[src/rtl/segment_demod_pkg.sv]
// -----------------------------------------------------------------------------
// segment_demod_pkg
// Shared definitions for the segment_5 minimum-distance demodulator:
//   DATA_W_DEF - default sample/reference width
//   acc_w()    - distance accumulator width for a given sample width and SPS
//   state_e    - output-holding FSM states
//   TIE_BIT    - decided bit when both distances are equal
// -----------------------------------------------------------------------------
package segment_demod_pkg;

    localparam int DATA_W_DEF = 32;

    // Decided bit when the if-distance equals the else-distance.
    localparam logic TIE_BIT = 1'b0;

    typedef enum logic {
        ST_ACCUM = 1'b0,
        ST_HOLD  = 1'b1
    } state_e;

    // One |a-b| is DATA_W+1 bits; summing SPS of them needs clog2(SPS) more.
    function automatic int acc_w(input int data_w, input int sps);
        return data_w + 1 + $clog2(sps);
    endfunction

endpackage

[src/rtl/segment_demod_295_absdiff.sv]
// -----------------------------------------------------------------------------
// seg_absdiff
// Combinational absolute difference of two signed DATA_W-bit values.
// Ports:
//   a, b    in  DATA_W    signed operands
//   absdiff out DATA_W+1  |a - b|, unsigned
// -----------------------------------------------------------------------------
module seg_absdiff
    import segment_demod_pkg::*;
#(
    parameter int DATA_W = DATA_W_DEF
) (
    input  logic signed [DATA_W-1:0] a,
    input  logic signed [DATA_W-1:0] b,
    output logic        [DATA_W:0]   absdiff
);

    logic signed [DATA_W:0] diff_s;

    // Sign-extend by one bit so the difference can never overflow, then negate
    // negative results; the magnitude always fits in DATA_W+1 unsigned bits.
    always_comb begin
        diff_s = {a[DATA_W-1], a} - {b[DATA_W-1], b};
        if (diff_s[DATA_W]) begin
            absdiff = (~diff_s) + {{DATA_W{1'b0}}, 1'b1};
        end else begin
            absdiff = diff_s;
        end
    end

endmodule

[src/rtl/segment_demod_295.sv]
// -----------------------------------------------------------------------------
// segment_demod_295
// Receive-side minimum-distance demodulator for the segment_5 if/else
// modulator. Accumulates |sample-ref_if| and |sample-ref_else| over SPS
// samples and emits the closer branch as one bit through a valid/ready
// holding register.
// Ports:
//   clk, reset            clock, synchronous active-high reset
//   sample_in/valid/ready received sample stream (signed)
//   ref_if, ref_else      references sampled with each accepted sample
//   bit_out/valid/ready   decided bit (1 = if-branch) handshake
//   metric_if/else        final distances of the presented symbol
// -----------------------------------------------------------------------------
module segment_demod_295
    import segment_demod_pkg::*;
#(
    parameter  int DATA_W = DATA_W_DEF,
    parameter  int SPS    = 8,
    localparam int ACC_W  = acc_w(DATA_W, SPS)
) (
    input  logic              clk,
    input  logic              reset,
    input  logic [DATA_W-1:0] sample_in,
    input  logic              sample_valid,
    output logic              sample_ready,
    input  logic [DATA_W-1:0] ref_if,
    input  logic [DATA_W-1:0] ref_else,
    output logic              bit_out,
    output logic              bit_valid,
    input  logic              bit_ready,
    output logic [ACC_W-1:0]  metric_if,
    output logic [ACC_W-1:0]  metric_else
);

    localparam int              CNT_W    = $clog2(SPS);
    localparam int              PAD_W    = ACC_W - DATA_W - 1;
    localparam logic [CNT_W-1:0] CNT_LAST = CNT_W'(SPS - 1);

    state_e             state_q, state_d;
    logic [CNT_W-1:0]   cnt_q, cnt_d;
    logic [ACC_W-1:0]   acc_if_q, acc_if_d;
    logic [ACC_W-1:0]   acc_else_q, acc_else_d;
    logic               bit_out_q, bit_out_d;
    logic [ACC_W-1:0]   metric_if_q, metric_if_d;
    logic [ACC_W-1:0]   metric_else_q, metric_else_d;

    logic [DATA_W:0]    d_if_s, d_else_s;
    logic [ACC_W-1:0]   sum_if_s, sum_else_s;
    logic               accept_s, closing_s, handshake_s;

    seg_absdiff #(.DATA_W(DATA_W)) u_absdiff_if (
        .a       (sample_in),
        .b       (ref_if),
        .absdiff (d_if_s)
    );

    seg_absdiff #(.DATA_W(DATA_W)) u_absdiff_else (
        .a       (sample_in),
        .b       (ref_else),
        .absdiff (d_else_s)
    );

    // Handshake qualifiers; only the closing sample is stalled by a held bit.
    always_comb begin
        sample_ready = !(bit_valid && !bit_ready && (cnt_q == CNT_LAST));
        accept_s     = sample_valid && sample_ready;
        closing_s    = accept_s && (cnt_q == CNT_LAST);
        handshake_s  = bit_valid && bit_ready;
        sum_if_s     = acc_if_q   + {{PAD_W{1'b0}}, d_if_s};
        sum_else_s   = acc_else_q + {{PAD_W{1'b0}}, d_else_s};
    end

    // Next-state logic of the output-holding FSM.
    always_comb begin
        state_d = state_q;
        case (state_q)
            ST_ACCUM: begin
                if (closing_s) begin
                    state_d = ST_HOLD;
                end else begin
                    state_d = ST_ACCUM;
                end
            end
            ST_HOLD: begin
                if (handshake_s && !closing_s) begin
                    state_d = ST_ACCUM;
                end else begin
                    state_d = ST_HOLD;
                end
            end
            default: state_d = ST_ACCUM;
        endcase
    end

    // FSM outputs.
    always_comb begin
        bit_valid   = (state_q == ST_HOLD);
        bit_out     = bit_out_q;
        metric_if   = metric_if_q;
        metric_else = metric_else_q;
    end

    // Accumulate per accepted sample; on close, load the output register
    // with the final sums (including the closing sample) and restart.
    always_comb begin
        cnt_d         = cnt_q;
        acc_if_d      = acc_if_q;
        acc_else_d    = acc_else_q;
        bit_out_d     = bit_out_q;
        metric_if_d   = metric_if_q;
        metric_else_d = metric_else_q;
        if (closing_s) begin
            cnt_d         = {CNT_W{1'b0}};
            acc_if_d      = {ACC_W{1'b0}};
            acc_else_d    = {ACC_W{1'b0}};
            metric_if_d   = sum_if_s;
            metric_else_d = sum_else_s;
            if (sum_if_s < sum_else_s) begin
                bit_out_d = 1'b1;
            end else if (sum_if_s == sum_else_s) begin
                bit_out_d = TIE_BIT;
            end else begin
                bit_out_d = 1'b0;
            end
        end else if (accept_s) begin
            cnt_d      = cnt_q + {{(CNT_W-1){1'b0}}, 1'b1};
            acc_if_d   = sum_if_s;
            acc_else_d = sum_else_s;
        end else begin
            cnt_d = cnt_q;
        end
    end

    // State and datapath registers.
    always_ff @(posedge clk) begin
        if (reset) begin
            state_q       <= ST_ACCUM;
            cnt_q         <= {CNT_W{1'b0}};
            acc_if_q      <= {ACC_W{1'b0}};
            acc_else_q    <= {ACC_W{1'b0}};
            bit_out_q     <= 1'b0;
            metric_if_q   <= {ACC_W{1'b0}};
            metric_else_q <= {ACC_W{1'b0}};
        end else begin
            state_q       <= state_d;
            cnt_q         <= cnt_d;
            acc_if_q      <= acc_if_d;
            acc_else_q    <= acc_else_d;
            bit_out_q     <= bit_out_d;
            metric_if_q   <= metric_if_d;
            metric_else_q <= metric_else_d;
        end
    end

endmodule

[config.mk]
export PLATFORM = sky130hd
export DESIGN_NAME = segment_demod_295
export DESIGN_NICKNAME = d
export VERILOG_FILES = /design/src/rtl/segment_demod_pkg.sv /design/src/rtl/segment_demod_295_absdiff.sv /design/src/rtl/segment_demod_295.sv
export SDC_FILE = /design/constraint.sdc
export NUM_CORES = 1
export LEC_CHECK = 0
export CORE_UTILIZATION = 58
export DETAILED_ROUTE_END_ITERATION = 8
export GPL_ROUTABILITY_DRIVEN = 0
export PLACE_DENSITY = 0.82
export SKIP_LAST_GASP = 1
export SYNTH_ARGS = -nofsm -noshare
export SYNTH_HDL_FRONTEND = slang
export SYNTH_SLANG_ARGS = --single-unit
[constraint.sdc]
create_clock -name clk -period 12.17 [get_ports clk]
set_input_delay 2.434 -clock clk [delete_from_list [all_inputs] [get_ports clk]]
set_output_delay 2.434 -clock clk [all_outputs]
set_load 0.005 [all_outputs]
Word level (Yosys, flattened, before mapping)
Cells that the tools add are included.

cells by class
  reduce and logical (&&, ||, !) cells = 10
  bitwise operators = 3
  $add $sub $neg = 7
  mux-type cells = 6
  equal/unequal tests = 1
  $lt $le $gt $ge = 1

operators with widths
  kind                     number
  $add A36 B33 Y36         2
  $add A33 B1 Y33 const B  2
  $mux W33                 2
  $not A33 Y33             2
  $sub A32 B32 Y33         2
  $lt A36 B36 Y1           1
  $logic_and A1 B1 Y1      6
  $add A3 B1 Y3 const B    1
  $eq A3 B3 Y1 const B     1
  $logic_not A1 Y1         3
  $mux W1                  3
  $pmux W1 S2              1
  $reduce_or A2 Y1         1
  $not A1 Y1               1

word-level totals
  input bits = 100
  logic and storage cells = 35
  output and inout port bits = 75
  bits in registers = 149

Longest topological paths before layout
Gate-level depths: netlist (run 1).

  depth in word-level cells = 10
  gate-level depth with buffers = 39
  depth with buffers taken out = 38

Cells and area by module
A second synthesis (run 1) with hierarchy kept.

unflattened totals
  cell total of the unflattened synthesis = 2,118
  area, all modules = 15,437.3 um2

by module, submodules not included
  module                        cells an instance  times used  sequential area each (um2)  area an instance (um2)
  segment_demod_295             1,265              1           2,982.9                     9,665.5
  seg_absdiff (u_absdiff_else)  422                1           0.0                         2,897.8
  seg_absdiff (u_absdiff_if)    431                1           0.0                         2,874.0

Least setup slack after synthesis (run 1)
OpenSTA, ideal clock, no wires.

  path type = in2reg
  start point = input port sample_in[0]
  end point = register bit_out_q (netlist: bit_out)
  setup slack = 2,737 ps
  data required time = 12,100 ps
  buffers on the path = 1
  arrival time = 9,363 ps
  library setup time = 70 ps
  stages on the path = 39
  path through = inv_1 > ha_1 > fa_1 > nand2b_1 > a21oi_2 > o211ai_1 > and3b_1 > o31a_1 > o21ai_1 > a21o_1 > nand2_1 > a31oi_2 > buf_2 > nor2_1 > xnor2_1 > ha_1 > nor2b_1 > o21ai_0 > [... 3 more ...] > nor3_1 > or2_2 > and3_1 > a31o_2 > xnor2_1 > inv_1 > ha_1 > a21o_1 > a21o_1 > a21oi_1 > o21ai_0 > o21a_1 > o21ai_0 > a31oi_1 > o2111a_1 > a2111oi_0 > o211ai_1 > a21oi_1

between the ends
  word-level cells in the longest chain between the ends = 7
  elaborated cells between the ends (all ways) = 12
  classes of those cells = add/sub: 6; order compare: 1; mux: 3; bitwise: 2

ends and longest elaborated chain
  what                  RTL line                         RTL
  start, declared       segment_demod_295.sv:23          input logic [DATA_W-1:0] sample_in,
  $sub A32 B32 Y33 *    segment_demod_295_absdiff.sv:23  diff_s = {a[DATA_W-1], a} - {b[DATA_W-1], b};
  $not A33 Y33          segment_demod_295_absdiff.sv:25  absdiff = (~diff_s) + {{DATA_W{1'b0}}, 1'b1};
  $add A33 B1 Y33       segment_demod_295_absdiff.sv:25
  $mux W33 *            segment_demod_295_absdiff.sv:24  if (diff_s[DATA_W]) begin
  $add A36 B33 Y36 *    segment_demod_295.sv:69          sum_if_s = acc_if_q + {{PAD_W{1'b0}}, d_if_s};
  net sum_if_s[20]      segment_demod_295.sv:48          logic [ACC_W-1:0] sum_if_s, sum_else_s;
  $lt A36 B36 Y1 *      segment_demod_295.sv:118         if (sum_if_s < sum_else_s) begin
  $mux W1 *             segment_demod_295.sv:118
  end signal, assigned  segment_demod_295.sv:149         bit_out_q <= bit_out_d;
  end, declared         segment_demod_295.sv:43          logic bit_out_q, bit_out_d;

Mark *: on every way through the listed nets, which the timed path passes. The rest lies on a longest branch.
A chain may end at the register's enable or synchronous reset.

Final worst setup path (run 1)
Same ends and word-level chain as after synthesis.

==> results of run 1 <==
[synthesized netlist by cell type (5+ instances only)]
cell,number
a211o_1,7
a211oi_1,30
a21o_1,77
a21oi_1,235
a221o_1,5
a221oi_1,6
a31oi_1,17
a41oi_1,5
and2_1,16
and3_1,21
and4_1,5
buf_1,12
buf_2,12
clkbuf_1,48
dfxtp_1,149
ha_1,169
inv_1,121
nand2_1,317
nand2b_1,18
nand3_1,40
nand3b_1,9
nand4_1,21
nor2_1,139
nor2b_1,18
nor3_1,23
nor4_1,9
o211a_1,5
o211ai_1,14
o21a_1,29
o21ai_0,80
o21ai_1,11
o21bai_1,13
o31ai_1,6
or2_2,9
or3_1,14
or4_1,6
xnor2_1,100
xor2_1,76
[worst max-delay path, delay by kind of cell]
family / cells / cell delay, ps
fa+ha+maj: 4 / 1150
compound gates: 22 / 5290
simple gates: 8 / 1410
buf+inv: 3 / 570
xor+xnor: 2 / 360
[layout by cell type, fill, tap and decap left out, drive strengths merged, types with 10 or more instances in the layout]
cell type	count
nand2b	19
and3	22
a21o	77
o21bai	13
nor2b	20
and2	16
a211oi	32
nor2	142
o211ai	14
buf	11
or3	16
ha	169
a21oi	238
dfxtp	149
o21ai	94
xnor2	101
xor2	76
nand4	22
a31oi	19
o21a	30
clkdlybuf4s50	173
nor4	12
clkbuf	17
nor3	25
nand2	318
nand3	41
or2	10
inv	129
[worst paths after layout]
check	from	end	slack, ps	depth (start not counted)
min	metric_else[27]	metric_else[27]	450	2
max	sample_in[0]	bit_out	1290	39
min reg2reg	metric_else[27]	metric_else[27]	450	2
max reg2reg	acc_if_q[0]	bit_out	6630	26
[per-stage QoR]
step,hold slack [ps],instance area [sq um],total power [mW]
floorplan,436.2,14760,2.511
global placement,442.7,16660,3.033
detailed placement,442.7,16660,3.124
CTS,451.8,17270,3.713
global route,468.7,17270,4.063
finish,448.5,17270,3.791
[cells by family after synthesis]
logic type | after synthesis | synth area share (%)
AOI/OAI and AO/OA | 599 | 26.18
xor gates and xnor gates | 177 | 10.55
adders and majority gates | 173 | 14.86
buffers and inverters | 198 | 5.364
DFF | 149 | 20.20
muxes | 2 | 0.1356
and+or+nand+nor | 700 | 22.70
[layer usage]
| metal | vias up | wire length (microns) |
|---|---|---|
| li1 | 7329 | - |
| met1 | 6938 | 18370 |
| met2 | 683 | 18400 |
| met3 | 89 | 3306 |
| met4 | 0 | 1237 |
| met5 | - | 0 |
[state kept, by name, indices dropped and copies added (netlist names)]
name and count:
acc_else_q 36, acc_if_q 36, metric_else 36, metric_if 36, cnt_q 3, bit_out 1, bit_valid 1
[final cells by class]
type                            count  area, sq um
Clock inverter                     15        185.2
Clock buffer                       17        425.4
Tap cell                          330        412.9
Fill cell                        2144         7840
Multi-Input combinational cell   1651        11000
Timing Repair Buffer              184         1812
Inverter                          121        454.2
Sequential cell                   149         2983
[power groups by stage]
stage	Sequential, mW	Combinational [mW]	Clock (mW)
5_1_grt	0.647	2.84	0.576
3_3_place_gp	0.642	2.39	0
6_report	0.638	2.60	0.552
2_1_floorplan	0.627	1.88	0
3_5_place_dp	0.644	2.48	0
4_1_cts	0.635	2.52	0.553
==> results.yml, run 1 <==
timing:
  finalMaxSlewViolations: 0
  period_minus_slack_ps: 10880
  tns_ps: 0
  max_freq_ghz: 0.09187
  rsz0062_at_grt: "no"
  fin_crit_sh_pct: 89.44
  finalClockSkew_ps: 12.86
  hold_viol: 0
  relSlewSlack_pct: 23.97
  max_slew.worst_pin.slew_ps: 1136
  fin_ws_ps: 1285
  finalSetupViolations: 0
grt:
  overflow: 0
  grt_pass1_vias: 13660
  grt.total_usage_pct: 30.98
  met3_usage_pct: 3.852
  busiest_layer: "met2"
  grtUsageMet1_pct: 42.11
  grtUsageMet2_pct: 50.29
  antenna_found_initial: 0
  grt_max_degree: 76
  grt_pass1_wl_microns: 66000
placement:
  hpwl_microns: 31850
  post-place-ws_ps: 1230
  io_buffers: 174
  dp_cells: 2435
power_and_ir_drop:
  power_density_nw_per_um2: 219.5
  p_int_mw: 1.913
  p_sw_share_pct: 49.55
  p_leak_nw: 7.575
  p_sw_mw: 1.878
  pwr-share-clk_pct: 14.6
  power.sequential.fraction_pct: 16.8
  irDropWorstVdd_uv: 153.6
  p_comb_share_pct: 68.6
synth:
  synth_edf_count: 0
  async_flop_share_pct: 0
  synth-seq-cells: 149
  synth_top_area_share_pct: 20.20
  ys_seq_area_share_pct: 20.20
  synth_ff_type: "dfxtp_1"
  synth_top_cell_by_area: "dfxtp_1"
  yosysWarnings: 0
  avgSynthCellArea_sq_um: 7.389
  ys_types: 97
  synth_nets: 2271
  ys_top_cells_by_area: "dfxtp_1 20%, ha_1 14%, nand2_1 8.1%"
  synth_area_sq_um: 14760
  synthCells: 1998
layout:
  antenna-diode-count: 0
  final_util_pct: 68.78
  nets: 2397
  syn_to_final_growth_pct: 16.97
  drive_above_1_share_pct: 4.773
  stdcell_count: 2467
worst_setup_path:
  worstSetupPathType: "in -> reg"
  critPathArrivalTime_ps: 11230
  cp.required_ps: 12520
  startpoint_type: "input port"
  critPathMaxFanout: 10
  cp-end-kind: "flip-flop"
  slowest_delay_ps: 570
  cp_slowest_cell: "a31oi_2"
route:
  drtIter0Drc: 1125
  drc: 0
  avgRoutedWirePerCell_microns: 16.74
  drt-total-wl_microns: 41310
  firstDrtPassIters: 6
  vias_per_cell: 6.096
  vias: 15040
  drtAntennaViolNets: 0
clock_network:
  htree_levels: 4
  hold_buffers: 0
  ctsResizeCount: 0
  cts_buffers: 17
  clockBufferDepth: 2
  clk_latency_ps: 430
  clkSlewWorstSetupHoldPaths_ps: 70
  cts_tree: "built"
  root_buffer: "clkbuf_16"
  cts.sinks: 149
  postCtsSetupBuffers: 0
die:
  die_w_microns: 161.5
  core-area_sq_um: 25110
  start_util_pct: 58.80
  die_area_sq_um: 26100
  chipHeight_microns: 161.5
  row_count: 58
  pin_count: 175
run_status:
  status: "complete, no violations"
flow_run:
  drv_cap: 0
hold_path:
  min_path_type: "reg -> reg"
(Power assumes the default switching activity.)
==> run 2, diff against run 1 <==
Settings changed: CORE_ASPECT_RATIO set to 0.6.
==> run 2 against run 1 <==
Net effect:
- via count up 2.0%
- highest routed layer unchanged
- setup slack better by 110 ps
- clock power down 3%
- wire length up 14%
- global-route usage up 4.4 points
- largest cell class unchanged
==> results.yml, run 2 (same netlist as run 1, synthesis figures left out) <==
hold_path:
  min_path_type: "reg -> reg"
layout:
  syn_to_final_growth_pct: 16.73
  design_area_sq_um: 17230
  multi_input_area_sq_um: 11000
  layout_commonest_cell: "nand2_1"
  mostFrequentLayoutCells: "315 x nand2_1, 235 x a21oi_1, 173 x clkdlybuf4s50_1"
  stdcell_count: 2458
  nets: 2395
  final_util_pct: 70.19
  drive_above_1_share_pct: 4.594
  fill_cells: 2044
  ff_latch_area_sq_um: 2983
grt:
  grt_pass1_vias: 14240
  grt.total_usage_pct: 35.37
  grt_pass1_wl_microns: 74180
  overflow: 0
  antenna_found_initial: 1
  grt_max_degree: 78
timing:
  max_slew.worst_pin.slew_ps: 869.3
  fin_crit_sh_pct: 88.54
  rsz0062_at_grt: "no"
  finalHoldWorstSlack_ps: 451.8
  hold_viol: 0
  finalMaxSlewViolations: 0
  tns_ps: 0
  relSlewSlack_pct: 41.63
  finalClockSkew_ps: 9.371
  fin_ws_ps: 1395
  period_minus_slack_ps: 10770
  finalSetupViolations: 0
  max_freq_ghz: 0.09281
route:
  avgRoutedWirePerCell_microns: 19.12
  firstDrtPassIters: 6
  drtAntennaViolNets: 0
  vias_per_cell: 6.240
  drt-total-wl_microns: 46990
  drc: 0
  vias: 15340
  drtIter0Drc: 1694
power_and_ir_drop:
  p_leak_nw: 7.566
  irDropWorstVdd_uv: 148.1
  power.sequential.fraction_pct: 16.2
  p_sw_share_pct: 51.18
  totalPowerFinal_mw: 3.962
  pwr-share-clk_pct: 13.6
  p_comb_share_pct: 70.2
  p_sw_mw: 2.028
  p_int_mw: 1.935
  power_density_nw_per_um2: 229.9
worst_setup_path:
  crit_buf_inv: 3
  critPathMaxFanout: 15
  crit_family: "compound AO/OA/AOI/OAI gates"
  critPathArrivalTime_ps: 11130
  cp-end-kind: "flip-flop"
  slowest_delay_ps: 640
  startpoint_type: "input port"
  worstSetupPathType: "in -> reg"
  cp_slowest_cell: "a31oi_2"
  cp.required_ps: 12530
die:
  pin_count: 175
  chipHeight_microns: 125.6
  die_w_microns: 208.0
  start_util_pct: 60.13
  row_count: 44
  die_area_sq_um: 26120
  core-area_sq_um: 24550
clock_network:
  clk_latency_ps: 440
  htree_levels: 4
  postCtsSetupBuffers: 0
  clkSlewWorstSetupHoldPaths_ps: 60
  cts.sinks: 149
  hold_buffers: 0
  root_buffer: "clkbuf_16"
  cts_tree: "built"
  clockBufferDepth: 2
  ctsResizeCount: 0
  cts_buffers: 17
placement:
  post-place-ws_ps: 1191
  dp_cells: 2425
  hpwl_microns: 36890
  placed_cell_area_sq_um: 16630
  io_buffers: 174
run_status:
  status: "complete, no violations"
flow_run:
  drv_cap: 0
run 2: cell count changes in the layout (fill, tap and decap cells not counted), sizes merged:
| cell | before | now |
|---|---|---|
| clkinvlp | 3 | 2 |
| inv | 129 | 121 |
| clkinv | 2 | 4 |
| buf | 11 | 9 |
| diode | 0 | 3 |
| clkbuf | 17 | 22 |
run 2: power by group through the flow:
stage	combinational, mW	clock, mW	sequential (mW)
2_1_floorplan	1.88	0	0.627
3_3_place_gp	2.50	0	0.645
3_5_place_dp	2.62	0	0.647
4_1_cts	2.65	0.540	0.639
5_1_grt	3.00	0.562	0.650
6_report	2.78	0.538	0.642
run 2: routing by layer:
metal / share of wire (%) / global-route usage (%)
met5: 0 / 0
met4: 2.5 / 10.59
met3: 12 / 9.244
met2: 42 / 53.06
met1: 44 / 49.43
run 2: area by class of cell:
| type | count | area share, % |
|---|---|---|
| Timing Repair Buffer | 182 | 10.43 |
| Inverter | 121 | 2.635 |
| Antenna cell | 3 | 0.04356 |
| Sequential cell | 149 | 17.31 |
| Clock inverter | 8 | 0.5735 |
| Tap cell | 322 | 2.338 |
| Clock buffer | 22 | 2.868 |
| Multi-Input combinational cell | 1651 | 63.81 |
run 2: tightest hold or removal path: cells and delay by family (launching register included):
family             cells  cell delay [ps]
AOI/OAI and AO/OA      1               50
DFF                    1              310
and+or+nand+nor        1               50
run 2: worst paths after layout:
check | start | to | depth (start not counted) | slack [ps]
setup / recovery | sample_in[0] | bit_out | 39 | 1400
hold / removal | metric_else[21] | metric_else[21] | 2 | 450
setup reg to reg | acc_if_q[0] | bit_out | 26 | 6730
hold reg to reg | metric_else[21] | metric_else[21] | 2 | 450
==> run 3, diff against run 2 <==
Settings changed: CORE_UTILIZATION 58 to 40, PLACE_DENSITY 0.82 to not set.
==> run 3 against run 2 <==
Net effect:
- non-clock buffer count grew 3
- power shrank 0.99%
- register-to-register slack lost 90 ps
- clock power grew 1%
- sequential share of layout area shrank 0.20 points
- die area grew 44%
==> results.yml, run 3 (same netlist as run 1, synthesis figures left out) <==
run_status:
  status: "complete, no violations"
worst_setup_path:
  startpoint: "sample_in[0]"
  slowest_delay_ps: 520
  cp-end-kind: "flip-flop"
  worstSetupPathType: "in -> reg"
  cp.required_ps: 12540
  cp_slowest_cell: "o32ai_1"
  critPathArrivalTime_ps: 11030
  r2r_slack_ps: 6640
  critPathMaxFanout: 8
  startpoint_type: "input port"
  reg2reg_depth: 26
  r2r-end: "bit_out"
  endpoint: "bit_out"
  r2r_start: "acc_if_q[0]"
layout:
  antenna-diode-count: 0
  syn_to_final_growth_pct: 18.11
  mostFrequentLayoutCells: "315 x nand2_1, 235 x a21oi_1, 173 x clkdlybuf4s50_1"
  multi_input_area_sq_um: 11000
  layout_commonest_cell: "nand2_1"
  nets: 2398
  drive_above_1_share_pct: 4.818
  fill_cells: 3560
  ff_latch_area_sq_um: 2983
  final_util_pct: 47.97
grt:
  grt.total_usage_pct: 25.98
  grt_max_degree: 78
  antenna_found_initial: 0
  grt_pass1_vias: 13780
  grt_pass1_wl_microns: 76500
  overflow: 0
route:
  drtAntennaViolNets: 0
  drc: 0
  vias: 14900
  firstDrtPassIters: 8
  vias_per_cell: 5.699
  avgRoutedWirePerCell_microns: 18.85
  drtIter0Drc: 1454
  drt-total-wl_microns: 49280
power_and_ir_drop:
  p_sw_mw: 2.012
  p_int_mw: 1.911
  power_density_nw_per_um2: 225.0
  pwr-share-clk_pct: 13.9
  p_comb_share_pct: 69.7
  irDropWorstVdd_uv: 137.0
  totalPowerFinal_mw: 3.923
  p_leak_nw: 7.579
  power.sequential.fraction_pct: 16.4
  p_sw_share_pct: 51.28
clock_network:
  clkSlewWorstSetupHoldPaths_ps: 60
  hold_buffers: 0
  cts.sinks: 149
  cts_buffers: 17
  ctsResizeCount: 0
  cts_tree: "built"
  clk_latency_ps: 450
  postCtsSetupBuffers: 0
  root_buffer: "clkbuf_16"
  htree_levels: 4
  clockBufferDepth: 2
die:
  die_area_sq_um: 37710
  die_w_microns: 250.0
  pin_count: 175
  start_util_pct: 40.62
  core-area_sq_um: 36350
  row_count: 54
  chipHeight_microns: 150.8
flow_run:
  drv_cap: 0
timing:
  period_minus_slack_ps: 10670
  fin_crit_sh_pct: 87.64
  rsz0062_at_grt: "no"
  max_slew.worst_pin.slew_ps: 1023
  tns_ps: 0
  hold_viol: 0
  finalClockSkew_ps: 15.18
  max_freq_ghz: 0.09376
  relSlewSlack_pct: 31.33
  finalSetupViolations: 0
  finalMaxSlewViolations: 0
placement:
  hpwl_microns: 39500
  io_buffers: 174
hold_path:
  min_path_type: "reg -> reg"
[run 3: changes by cell type in the layout (fill, tap and decap cells not counted)]
cell	before	now
buf_4	8	11
clkbuf_8	5	1
clkinv_2	3	4
clkinv_4	1	2
diode_2	3	0
inv_6	0	3
inv_8	0	1
[run 3: worst min-delay path by stage]
stage,startpoint,endpoint,slack [ps],cells after the start
after floorplan,acc_if_q[28],acc_if_q[28],440,2
after global placement,metric_else[27],metric_else[27],440,2
after detailed placement,metric_else[0],metric_else[0],450,2
after CTS,metric_else[0],metric_else[0],460,2
after global routing,metric_else[3],metric_else[3],470,2
final,metric_else[20],metric_else[20],450,2
[run 3: through the flow]
step | setup slack (ps) | hold WS [ps] | std cells | instance area (sq um)
global route | 996.4 | 473.5 | 2614 | 17440
finish | 1504 | 453.0 | 2614 | 17440
detailed placement | 1232 | 446.8 | 2582 | 16850
floorplan | 2737 | 436.2 | 1998 | 14760
global placement | 1482 | 444.3 | 2582 | 16850
CTS | 1682 | 455.4 | 2614 | 17440
[run 3: layout make-up]
class                   count  area share (%)
well taps                 476           3.415
repair buffers            185           10.43
multi-input cells        1651           63.06
clock buffers              18           2.518
clock inverters            14          0.8610
flip-flops and latches    149           17.11
inverters                 121           2.605
[run 3: power by group through the flow]
stage | Combinational, mW | Sequential (mW) | Clock, mW
final | 2.74 | 0.644 | 0.544
after global routing | 3.02 | 0.654 | 0.571
after CTS | 2.68 | 0.642 | 0.550
after detailed placement | 2.66 | 0.652 | 0
after global placement | 2.60 | 0.651 | 0
after floorplan | 1.88 | 0.627 | 0
[run 3: worst max-delay path: cells and delay by family]
family                   cells  cell delay (ps)
AND/OR/NAND/NOR              7             1190
AO/OA/AOI/OAI               22             4920
XOR/XNOR                     2              370
buffers and inverters        4              890
adder cells (fa/ha/maj)      4             1210
[run 3: per-layer routing]
metal  wire length [microns]  GRT usage, %
met2                   19630         37.48
met3                    3755         5.465
met5                       0             0
met1                   24990         38.82
met4                     905         6.104
